<file path="config.mk">
export PLATFORM = sky130hd
export DESIGN_NAME = mem_arbiter
export DESIGN_NICKNAME = d
export VERILOG_FILES = /design/src/rtl/mem_arbiter.sv
export SDC_FILE = /design/constraint.sdc
export NUM_CORES = 1
export LEC_CHECK = 0
export BUFFER_PORTS_ARGS = -buffer_cell sky130_fd_sc_hd__clkbuf_2
export CORE_MARGIN = 1
export CORE_UTILIZATION = 45
export CTS_BUF_LIST = sky130_fd_sc_hd__clkbuf_2
export DETAILED_ROUTE_END_ITERATION = 8
export PLACE_DENSITY = 0.78
export SKIP_LAST_GASP = 1
export SLEW_MARGIN = 20
export SYNTH_ARGS = -nofsm -noshare
export SYNTH_HDL_FRONTEND = slang
export SYNTH_SLANG_ARGS = --single-unit
export TNS_END_PERCENT = 20
</file>
<file path="constraint.sdc">
create_clock -name clk -period 2.2 [get_ports clk]
set_clock_uncertainty 0.1 [all_clocks]
set_input_delay 0.22 -clock clk [delete_from_list [all_inputs] [get_ports clk]]
set_output_delay 0.22 -clock clk [all_outputs]
set_load 0.1 [all_outputs]
</file>
<file path="src/rtl/mem_arbiter.sv">
// mem_arbiter: two-master (IFU, LSU), one-port memory arbiter and sequencer.
// Accepts one transaction at a time, round-robin on ties, drives the memory
// request/response handshake, routes the response back to the owning master
// and aborts a stalled transaction with an error after TIMEOUT cycles.
//
// Ports:
//   clk, rst                 clock (rising edge), async active-low reset
//   ifu_req_valid/ready      fetch request handshake, ifu_addr payload
//   ifu_resp_valid/rdata/err fetch response (one-cycle pulse, err = timeout)
//   lsu_req_valid/ready      load/store request handshake
//   lsu_addr/wen/wdata/wmask load/store payload
//   lsu_resp_valid/rdata/err load/store response (one-cycle pulse)
//   mem_req_valid/ready      memory request handshake
//   mem_addr/wen/wdata/wmask latched request payload
//   mem_resp_valid, mem_rdata memory response
//   busy                     a transaction is in flight
module mem_arbiter #(
    parameter int unsigned ADDR_W  = 32,
    parameter int unsigned DATA_W  = 32,
    parameter int unsigned TIMEOUT = 255
) (
    input  logic                clk,
    input  logic                rst,
    input  logic                ifu_req_valid,
    output logic                ifu_req_ready,
    input  logic [ADDR_W-1:0]   ifu_addr,
    output logic                ifu_resp_valid,
    output logic [DATA_W-1:0]   ifu_rdata,
    output logic                ifu_resp_err,
    input  logic                lsu_req_valid,
    output logic                lsu_req_ready,
    input  logic [ADDR_W-1:0]   lsu_addr,
    input  logic                lsu_wen,
    input  logic [DATA_W-1:0]   lsu_wdata,
    input  logic [DATA_W/8-1:0] lsu_wmask,
    output logic                lsu_resp_valid,
    output logic [DATA_W-1:0]   lsu_rdata,
    output logic                lsu_resp_err,
    output logic                mem_req_valid,
    input  logic                mem_req_ready,
    output logic [ADDR_W-1:0]   mem_addr,
    output logic                mem_wen,
    output logic [DATA_W-1:0]   mem_wdata,
    output logic [DATA_W/8-1:0] mem_wmask,
    input  logic                mem_resp_valid,
    input  logic [DATA_W-1:0]   mem_rdata,
    output logic                busy
);

    localparam int unsigned MASK_W = DATA_W / 8;
    localparam int unsigned CNT_W  = 16;

    typedef enum logic [1:0] {StIdle, StReq, StResp} state_t;

    state_t              state_q, state_d;
    logic                owner_q, owner_d;  // 1 = LSU owns the transaction
    logic                last_q, last_d;    // 1 = LSU was granted last
    logic [CNT_W-1:0]    cnt_q, cnt_d;
    logic [ADDR_W-1:0]   addr_q, addr_d;
    logic                wen_q, wen_d;
    logic [DATA_W-1:0]   wdata_q, wdata_d;
    logic [MASK_W-1:0]   wmask_q, wmask_d;
    logic                ifu_rv_q, lsu_rv_q;
    logic                ifu_err_q, lsu_err_q;
    logic [DATA_W-1:0]   ifu_rdata_q, ifu_rdata_d;
    logic [DATA_W-1:0]   lsu_rdata_q, lsu_rdata_d;

    logic grant_ifu, grant_lsu, expire, done, done_err;
    logic [DATA_W-1:0] resp_data;

    // On a tie the master that was not granted last wins.
    assign grant_ifu = ifu_req_valid & (~lsu_req_valid | last_q);
    assign grant_lsu = lsu_req_valid & (~ifu_req_valid | ~last_q);
    assign expire    = (cnt_q == CNT_W'(TIMEOUT - 1));

    always_comb begin
        state_d       = state_q;
        owner_d       = owner_q;
        last_d        = last_q;
        cnt_d         = cnt_q;
        addr_d        = addr_q;
        wen_d         = wen_q;
        wdata_d       = wdata_q;
        wmask_d       = wmask_q;
        ifu_req_ready = 1'b0;
        lsu_req_ready = 1'b0;
        done          = 1'b0;
        done_err      = 1'b0;
        unique case (state_q)
            StIdle: begin
                cnt_d = '0;
                if (grant_ifu) begin
                    ifu_req_ready = 1'b1;
                    owner_d       = 1'b0;
                    last_d        = 1'b0;
                    addr_d        = ifu_addr;
                    wen_d         = 1'b0;
                    wdata_d       = '0;
                    wmask_d       = '1;
                    state_d       = StReq;
                end else if (grant_lsu) begin
                    lsu_req_ready = 1'b1;
                    owner_d       = 1'b1;
                    last_d        = 1'b1;
                    addr_d        = lsu_addr;
                    wen_d         = lsu_wen;
                    wdata_d       = lsu_wdata;
                    wmask_d       = lsu_wmask;
                    state_d       = StReq;
                end
            end
            StReq: begin
                cnt_d = cnt_q + 1'b1;
                if (expire) begin
                    done     = 1'b1;
                    done_err = 1'b1;
                    state_d  = StIdle;
                end else if (mem_req_ready) begin
                    state_d = StResp;
                end
            end
            StResp: begin
                cnt_d = cnt_q + 1'b1;
                // A response in the expiry cycle still counts as a success.
                if (mem_resp_valid) begin
                    done    = 1'b1;
                    state_d = StIdle;
                end else if (expire) begin
                    done     = 1'b1;
                    done_err = 1'b1;
                    state_d  = StIdle;
                end
            end
            default: state_d = StIdle;
        endcase
    end

    assign resp_data   = done_err ? '0 : mem_rdata;
    assign ifu_rdata_d = (done & ~owner_q) ? resp_data : ifu_rdata_q;
    assign lsu_rdata_d = (done & owner_q) ? resp_data : lsu_rdata_q;

    always_ff @(posedge clk or negedge rst) begin
        if (!rst) begin
            state_q     <= StIdle;
            owner_q     <= 1'b0;
            last_q      <= 1'b1;
            cnt_q       <= '0;
            addr_q      <= '0;
            wen_q       <= 1'b0;
            wdata_q     <= '0;
            wmask_q     <= '0;
            ifu_rv_q    <= 1'b0;
            lsu_rv_q    <= 1'b0;
            ifu_err_q   <= 1'b0;
            lsu_err_q   <= 1'b0;
            ifu_rdata_q <= '0;
            lsu_rdata_q <= '0;
        end else begin
            state_q     <= state_d;
            owner_q     <= owner_d;
            last_q      <= last_d;
            cnt_q       <= cnt_d;
            addr_q      <= addr_d;
            wen_q       <= wen_d;
            wdata_q     <= wdata_d;
            wmask_q     <= wmask_d;
            ifu_rv_q    <= done & ~owner_q;
            lsu_rv_q    <= done & owner_q;
            ifu_err_q   <= done & ~owner_q & done_err;
            lsu_err_q   <= done & owner_q & done_err;
            ifu_rdata_q <= ifu_rdata_d;
            lsu_rdata_q <= lsu_rdata_d;
        end
    end

    assign mem_req_valid  = (state_q == StReq);
    assign mem_addr       = addr_q;
    assign mem_wen        = wen_q;
    assign mem_wdata      = wdata_q;
    assign mem_wmask      = wmask_q;
    assign busy           = (state_q != StIdle);
    assign ifu_resp_valid = ifu_rv_q;
    assign ifu_resp_err   = ifu_err_q;
    assign ifu_rdata      = ifu_rdata_q;
    assign lsu_resp_valid = lsu_rv_q;
    assign lsu_resp_err   = lsu_err_q;
    assign lsu_rdata      = lsu_rdata_q;

endmodule

</file>
==> reports/results.ini <==
[sta]
drv_slew=0
finalSetupViolCount=33
post-route-period-util_pct=102
hold_slack_ns=0.0920
hold_violations=0
slew_headroom_pct=59.6
max_slew.worst_pin.slew_ns=0.608
clock.fmax_ghz=0.447
setup_tns_ns=-0.557
fin_ws_ns=-0.0359
rsz0062_at_grt=yes
period_needed_ns=2.24

[outcome]
status=finished, violations left
violations=setup timing

[hold_path]
holdCritStartpoint=lsu_wdata[5]
worstHoldEndpoint=mem_wdata[5]
min_path_cells=3
hp-class=in2reg

[synthesis]
synth_seq_cells=157
ys_warn_count=0
syn-cell-area_sq_mm=0.00692
synth-edff-count=0
synth_compound_area_share_pct=20.1
yosysMostFrequentCell=dfrtp_1
synthTopCellsByCount=dfrtp_1 (156), a32o_1 (65), o21ai_0 (44), nand2_1 (42), nor2b_1 (35)
synth_async_sr_flop_share_pct=100
yosysTopAreaCellShare_pct=56.4
synth_flop_cell=dfrtp_1
synth_xor_area_share_pct=0.253
yosysSeqAreaShare_pct=56.8
synth_top_family_by_area=compound AO/OA/AOI/OAI gates
synth_cells=590
avgSynthCellArea_sq_um=11.7
ys_types=45
synthMuxAreaShare_pct=4.63
synthTopCellsByArea=dfrtp_1 (56%), a32o_1 (9.4%), mux2i_1 (4.6%), a22o_1 (4.2%), o21ai_0 (3.2%)
synth_fa_ha_area_share_pct=1.08
yosysTopAreaCell=dfrtp_1
synth_fp_nets=735
synth-simple-area-share_pct=12.9

[layout]
register_area_sq_mm=0.00393
final_cells=1229
multi_input_comb_area_sq_mm=0.00276
layout.nets=1175
area_growth_pct=56.8
fillers=932
drive_gt1_share_pct=35.5

[floorplan]
die_x_um=126
num_io_pins=280
rows=44
start_util_pct=46.9
die_h_um=126
core_sq_mm=0.0148
dieArea_sq_mm=0.0159

[worst_setup_path]
cp.arrival_ns=2.79
worst_r2r_endpoint=lsu_rdata[26]
end_kind=flop
critical_path.slowest_cell=or3_4
cp.depth=5
required_ns=2.75
r2r-start=cnt_q[14]
setup.worst_path.start_class=flop
path_delay_family=simple AND/OR/NAND/NOR gates
path_cells=nor4_4, nand4_4, or3_4, clkbuf_16, a32o_1
r2r_slack_ns=-0.04
path_max_fanout=33
path_buf_inv=1
crit_type=reg2reg
reg2reg_depth=5
critPathMaxStageDelay_ns=0.51

[drt]
wl_per_cell_um=19.7
viasPerCell=5.63
drc_errors=0
antenna_left=0
first_pass_iters=5
vias=6918
drt_iter0_drc=642
finalWirelength_mm=24.2

[grt]
antenna_found_initial=2
grt_usage_pct=30.5
grt_pass1_wl_mm=37.3
grt_max_degree=98
grt_pass1_vias=7088
grt_overflow=0

[clock_tree]
cts_tree=built
root_buffer=clkbuf_2
clk_latency_ns=0.73
path_clk_slew_ns=0.29
numCtsBuffers=17
clockBufferDepth=2
cts_max_level=4
cts_sinks=157

[place]
globalplace.congestion=0.798
placed_cells=1025
io_buffers=279
hpwl_mm=13.0

[job]
maxCapViolCount=0

==> worst register-to-register path: cells and delay by family (launching register included) <==
family / cells / cell delay [ns]
buf+inv: 1 / 0.25
flops: 1 / 0.48
compound gates: 1 / 0.27
simple gates: 3 / 1.08
==> area by class of cell <==
cell class              instances  area share [%]
diodes                          2          0.0461
clock buffers                  17           0.784
clock inverters                15            2.06
inverters                      12           0.438
multi-input cells             370            25.4
flip-flops and latches        157            36.2
well taps                     184            2.12
repair buffers                472            32.9
==> cells by family after synthesis <==
group / count (synthesis)
AO/OA/AOI/OAI: 175
XOR/XNOR: 2
adder cells (fa/ha/maj): 6
buffers and inverters: 63
flip-flops: 157
multiplexers: 32
AND/OR/NAND/NOR: 155
==> through the flow <==
stage | cell area, sq um | util (%) | setup slack [ns]
floorplan | 6930 | - | -0.285
global placement | 8680 | 58.8 | 0.124
detailed placement | 8680 | 58.8 | 0.0680
CTS | 10700 | 72.5 | -0.104
global route | 10900 | 73.6 | -0.157
finish | 10900 | 73.6 | -0.0359
==> registers in the layout, summed over array words and instances (netlist names) <==
register,flops
ifu_rdata,32
mem_wdata,32
cnt_q,16
mem_addr,32
mem_wen,1
lsu_resp_valid,1
last_q,1
ifu_resp_err,1
state_q,2
mem_wmask,4
lsu_resp_err,1
owner_q,1
ifu_resp_valid,1
lsu_rdata,32
==> metal layers <==
| layer | wire length [um] | vias to the layer above | track usage [%] |
|---|---|---|---|
| met3 | 1780 | 78 | 7.31 |
| met4 | 1200 | 0 | 19.2 |
| met2 | 12200 | 392 | 50.8 |
| li1 | - | 3075 | - |
| met5 | 0 | - | 0 |
| met1 | 9070 | 3373 | 35.6 |
==> what timing repair did <==
action | CTS | global route
pin swaps | 2 | 2
setup buffers | 9 | 1
endpoints found under the setup margin | 4 | 64
gates cloned | 2 | 4
hold buffers | 154 | 1
resized for setup | 8 | 11
hold endpoints to repair | 294 | 1
==> layout by cell type, fill, tap and decap left out, drive strengths merged, types with 6 or more instances in the layout <==
| cell | instances |
|---|---|
| o21ai | 46 |
| ha | 6 |
| and2 | 33 |
| inv | 19 |
| a21oi | 7 |
| mux2i | 32 |
| buf | 38 |
| dfrtp | 156 |
| nand3 | 11 |
| a32o | 65 |
| nand2 | 42 |
| o31ai | 7 |
| nor2 | 11 |
| nor2b | 35 |
| a22o | 33 |
| dlygate4sd3 | 154 |
| clkbuf | 295 |
==> worst max-delay path by stage <==
stage	startpoint	slack, ns	end
2_1_floorplan	state_q[1]	-0.29	mem_wdata[21]
3_3_place_gp	cnt_q[0]	0.12	ifu_rdata[29]
3_5_place_dp	state_q[1]	0.07	lsu_rdata[13]
4_1_cts	last_q	-0.10	lsu_req_ready
5_1_grt	state_q[1]	-0.16	ifu_req_ready
6_report	cnt_q[14]	-0.04	lsu_rdata[26]
Power is left out: the tool's default activity adds up to more than one toggle a clock period on the data nets, which glitch-free logic cannot reach.
